$ cat src/rtl/td4_clock_control.sv
// td4_clock_control
//   Generates the single-cycle clock enable for the TD4 core. In AUTO mode,
//   one pulse follows each rising edge of the prescaled slow_clock. In manual
//   mode, one pulse follows each debounced press of step_button.
//
// Build option:
//   TD4_STEP_DEBOUNCE_EN  when defined, the button must disagree with the
//                         accepted level for DEBOUNCE_CYCLES consecutive cycles
//                         before the new level is accepted. When undefined,
//                         the synchronized button is used directly.
//
// Ports:
//   clock_in     100 MHz system clock (only clock)
//   reset_n      asynchronous active-low reset
//   slow_clock   prescaled clock, already registered in clock_in domain
//   mode_manual  slide switch, async (1 = manual step, 0 = auto)
//   step_button  push button, async, active-high, bouncing
//   cpu_enable   registered one-cycle enable pulse for the core
//   pulse_count  number of cpu_enable pulses issued (mod 256)
//   manual_led   high while in a manual state
module td4_clock_control #(
    parameter int DEBOUNCE_CYCLES = 1_000_000
) (
    input  logic       clock_in,
    input  logic       reset_n,
    input  logic       slow_clock,
    input  logic       mode_manual,
    input  logic       step_button,
    output logic       cpu_enable,
    output logic [7:0] pulse_count,
    output logic       manual_led
);

    typedef enum logic [1:0] {
        AUTO        = 2'd0,
        MANUAL_IDLE = 2'd1,
        MANUAL_HELD = 2'd2
    } state_t;

    state_t     state;
    logic [1:0] mode_sync;
    logic [1:0] btn_sync;
    logic       mode_s;
    logic       btn_s;
    logic       btn_db;
    logic       slow_prev;
    logic       tick;
    logic       step_rise;

    // Two-flop synchronizers for the asynchronous switch and button.
    always_ff @(posedge clock_in or negedge reset_n) begin
        if (!reset_n) begin
            mode_sync <= 2'b00;
            btn_sync  <= 2'b00;
        end else begin
            mode_sync <= {mode_sync[0], mode_manual};
            btn_sync  <= {btn_sync[0], step_button};
        end
    end

    assign mode_s = mode_sync[1];
    assign btn_s  = btn_sync[1];

    // slow_prev resets high so a slow_clock that is already high when reset
    // is released does not produce a tick. The first pulse waits for a real
    // low-to-high transition.
    always_ff @(posedge clock_in or negedge reset_n) begin
        if (!reset_n) slow_prev <= 1'b1;
        else          slow_prev <= slow_clock;
    end

    assign tick = slow_clock & ~slow_prev;

`ifdef TD4_STEP_DEBOUNCE_EN
    localparam int CNT_W = (DEBOUNCE_CYCLES > 1) ? $clog2(DEBOUNCE_CYCLES + 1) : 1;
    localparam logic [CNT_W-1:0] CNT_LAST = CNT_W'(DEBOUNCE_CYCLES - 1);

    logic [CNT_W-1:0] db_cnt;

    // Count consecutive samples that disagree with the accepted level.
    // Any agreeing sample restarts the count, so bounce never accumulates.
    always_ff @(posedge clock_in or negedge reset_n) begin
        if (!reset_n) begin
            btn_db <= 1'b0;
            db_cnt <= '0;
        end else if (btn_s != btn_db) begin
            if (db_cnt == CNT_LAST) begin
                btn_db <= btn_s;
                db_cnt <= '0;
            end else begin
                db_cnt <= db_cnt + 1'b1;
            end
        end else begin
            db_cnt <= '0;
        end
    end
`else
    // No filtering: the synchronized level is the accepted level.
    logic unused_debounce;
    assign unused_debounce = ^DEBOUNCE_CYCLES;
    assign btn_db = btn_s;
`endif

    // A mode change always takes priority over a pulse. A manual press is
    // recognised in MANUAL_IDLE (step_rise) and issued one cycle later from
    // MANUAL_HELD, unless the switch leaves manual mode in that cycle.
    // Entering manual mode with the button down lands directly in
    // MANUAL_HELD, so a release and a new press are needed before a pulse.
    always_ff @(posedge clock_in or negedge reset_n) begin
        if (!reset_n) begin
            state       <= AUTO;
            cpu_enable  <= 1'b0;
            pulse_count <= 8'd0;
            step_rise   <= 1'b0;
        end else begin
            cpu_enable <= 1'b0;
            step_rise  <= 1'b0;
            case (state)
                AUTO: begin
                    if (mode_s) begin
                        state <= btn_db ? MANUAL_HELD : MANUAL_IDLE;
                    end else if (tick) begin
                        cpu_enable  <= 1'b1;
                        pulse_count <= pulse_count + 8'd1;
                    end
                end
                MANUAL_IDLE: begin
                    if (!mode_s) begin
                        state <= AUTO;
                    end else if (btn_db) begin
                        state     <= MANUAL_HELD;
                        step_rise <= 1'b1;
                    end
                end
                MANUAL_HELD: begin
                    if (!mode_s) begin
                        state <= AUTO;
                    end else begin
                        if (!btn_db) state <= MANUAL_IDLE;
                        if (step_rise) begin
                            cpu_enable  <= 1'b1;
                            pulse_count <= pulse_count + 8'd1;
                        end
                    end
                end
                default: state <= AUTO;
            endcase
        end
    end

    assign manual_led = (state != AUTO);

endmodule

$ cat config.mk
export PLATFORM = sky130hd
export DESIGN_NAME = td4_clock_control
export DESIGN_NICKNAME = d
export VERILOG_FILES = /design/src/rtl/td4_clock_control.sv
export SDC_FILE = /design/constraint.sdc
export NUM_CORES = 1
export LEC_CHECK = 0
export ABC_CLOCK_PERIOD_IN_PS = 5050
export CORE_UTILIZATION = 44
export CTS_CLUSTER_SIZE = 12
export DETAILED_ROUTE_END_ITERATION = 12
export PLACE_DENSITY_LB_ADDON = 0.05
export REMOVE_ABC_BUFFERS = 1
export SYNTH_ARGS = -nofsm -noshare
export SYNTH_HDL_FRONTEND = slang
export SYNTH_SLANG_ARGS = --single-unit
$ cat constraint.sdc
create_clock -name clock_in -period 5.05 [get_ports clock_in]
set_input_delay 1.01 -clock clock_in [delete_from_list [all_inputs] [get_ports clock_in]]
set_output_delay 1.01 -clock clock_in [all_outputs]
set_load 0.05 [all_outputs]
==> flow_metrics.py <==
metrics = {
    "status": {
        "status": "finished clean",
    },
    "setup_path": {
        "critical_path.top_delay_family": "buffers and inverters",
        "crit_chain": "or2_2, clkdlybuf4s50_1",
        "path_buf_inv": 1,
        "crit_type": "reg2out",
        "critical_path_cell_count": 2,
        "cp_slowest_cell": "clkdlybuf4s50_1",
        "max_stage_delay_ns": 0.70,
        "cp.required_ns": 4.04,
        "critPathLaunchType": "flop",
        "worst_r2r_path_depth": 3,
        "cp_max_fo": 8,
        "arrival_ns": 1.76,
        "end_kind": "output pin",
    },
    "yosys": {
        "synthArstFlopShare_pct": 100,
        "synth_ff_type": "dfrtp_1",
        "ys_top_cells_by_area": "dfrtp_1, xnor2_1, dfstp_2",
        "yosysSeqAreaShare_pct": 65.0,
        "yosys_warnings": 0,
        "synth_top_area_share_pct": 61.0,
        "synthCells": 48,
        "syn-cell-area_um2": 657,
        "synth_most_common_cell": "dfrtp_1",
        "synth_area_per_cell_um2": 13.7,
        "synth_top_cells_by_count": "dfrtp_1, xnor2_1, nand2_1, nand3_1",
        "synth_top_area_cell": "dfrtp_1",
        "synth_seq_cells": 17,
        "synth_edf_count": 0,
        "yosysUniqueCellTypes": 21,
    },
    "floorplan": {
        "start_util_pct": 48.7,
        "die_h_um": 40.6,
        "die-area_um2": 1650,
        "die_w_um": 40.6,
        "pin_count": 15,
        "row_count": 13,
        "coreArea_um2": 1350,
    },
    "min_path": {
        "hp-class": "reg2reg",
        "worstHoldPathCells": 0,
    },
    "global_routing": {
        "grt_pass1_vias": 377,
        "antenna_found_initial": 0,
        "grt.total_usage_pct": 14.8,
        "overflow": 0,
        "grt_pass1_wl_mm": 1.49,
        "grt_start_max_net_pins": 18,
    },
    "routing": {
        "wirelength_um": 984,
        "ant_nets": 0,
        "drt_pass1_iterations": 2,
        "route.met2.wl_um": 451,
        "drt_iter0_drc": 4,
        "drc": 0,
        "drt-vias-per-instance": 5.17,
        "highest_layer": "met3",
        "drt-wirelength-per-cell_um": 12.1,
        "vias": 419,
        "drt-met1-wl_um": 479,
        "met3_length_um": 53,
    },
    "sta": {
        "slew_violations": 0,
        "fin_crit_sh_pct": 54.8,
        "maxSlewHeadroom_pct": 51.7,
        "final_hold_viol_count": 0,
        "tns_ns": 0,
        "max_freq_mhz": 361,
        "finalCriticalPeriod_ns": 2.77,
        "finalClockSkew_ns": 0.00466,
        "tightest_slew_ns": 0.722,
        "setup_violations": 0,
        "rsz0062_at_grt": "no",
    },
    "clocking": {
        "cts-resized-gates": 0,
        "cts.sinks": 17,
        "clkTransAtPathRegs_ns": 0.09,
        "cts_tree": "done",
        "htreeDepth": 1,
        "insertion_delay_ns": 0.28,
        "cts_buffers": 3,
        "cts_max_path_buffers": 2,
        "root_buffer": "clkbuf_4",
        "holdBufCountCts": 0,
        "post_cts_buffers": 0,
    },
    "placed_design": {
        "io_buffers": 14,
        "routabilityCongestion": 0.651,
        "dp_cells": 77,
        "dp_hpwl_um": 752,
    },
    "layout": {
        "final_cells": 81,
        "syn_to_final_growth_pct": 28.4,
        "drive_gt1_share_pct": 15.2,
        "nets": 73,
        "diodes": 0,
    },
    "power_and_ir_drop": {
        "p_leak_nw": 0.350,
        "power_density_nw_per_um2": 462,
        "peakVddDrop_mv": 0.308,
    },
    "job": {
        "drv_cap": 0,
    },
}
flip-flops by register name, indices dropped and copies added (netlist names):
signal	count
cpu_enable	1
step_rise	1
btn_sync	2
mode_sync	2
slow_prev	1
pulse_count	8
state	2
power breakdown:
group	leakage [nW]	switching [mW]	internal (mW)
Combinational	0.117	0.0901	0.0533
Clock	0.0177	0.0383	0.0294
Sequential	0.215	0.0218	0.157
Total	0.350	0.150	0.240
layout by cell type, fill, tap and decap left out, types with 2 or more instances in the layout:
master / instances
clkdlybuf4s50_1: 14
clkbuf_4: 3
nand2_1: 3
nor3b_1: 2
dfrtp_1: 16
nand4_1: 2
xnor2_1: 6
a21oi_1: 2
nand3_1: 3
cells by family (layout without fill, tap and decap cells):
group                      count (synthesis)  in the layout  share of synthesized area, %
muxes                                      1              1                          1.71
DFF                                       17             17                          65.0
and+or+nand+nor                           16             16                          15.6
xor gates and xnor gates                   7              7                          9.33
adders and majority gates                  1              1                          1.90
buffers and inverters                      1             19                         0.571
AOI/OAI and AO/OA                          5              5                          5.91
worst register-to-register path: stages, from the launching register on:
cell and delay (ns):
dfrtp_1 0.46, or4b_4 0.57, a21oi_2 0.22, mux2_2 0.35
cell type report:
type                       count  area [um^2]
clock buffer                   3         22.5
multi-input combinational     30          226
timing repair buffer          14          140
inverter                       1         3.75
tap                           15         18.8
fill                         110          507
clock inverter                 1         5.00
sequential                    17          427
worst paths after layout:
kind	start	endpoint	slack (ns)
min in group asynchronous	reset_n	btn_sync[0]	1.15
max in group asynchronous	reset_n	state[1]	3.44
worst max-delay path	state[0]	manual_led	2.28
worst min-delay path	mode_sync[0]	mode_sync[1]	0.36
worst max register to register	state[1]	pulse_count[1]	3.35
worst min register to register	mode_sync[0]	mode_sync[1]	0.36
per-layer routing:
layer  track usage [%]  vias to the layer above
met5                 0                        -
met4              7.50                        0
met3              8.15                        0
met2              22.6                       12
met1              16.7                      201
li1                  -                      206
per-stage QoR:
stage | power, mW | utilization (%) | area (um^2) | setup slack, ns | hold WS, ns
finish | 0.390 | 62.5 | 843 | 2.28 | 0.360
global route | 0.414 | 62.5 | 843 | 2.21 | 0.369
CTS | 0.396 | 62.5 | 843 | 2.26 | 0.359
detailed placement | 0.326 | 60.4 | 816 | 2.37 | 0.337
global placement | 0.325 | 60.4 | 816 | 2.37 | 0.333
floorplan | 0.275 | - | 657 | 2.91 | 0.331
Note: power is estimated with default switching activity, not from simulation.
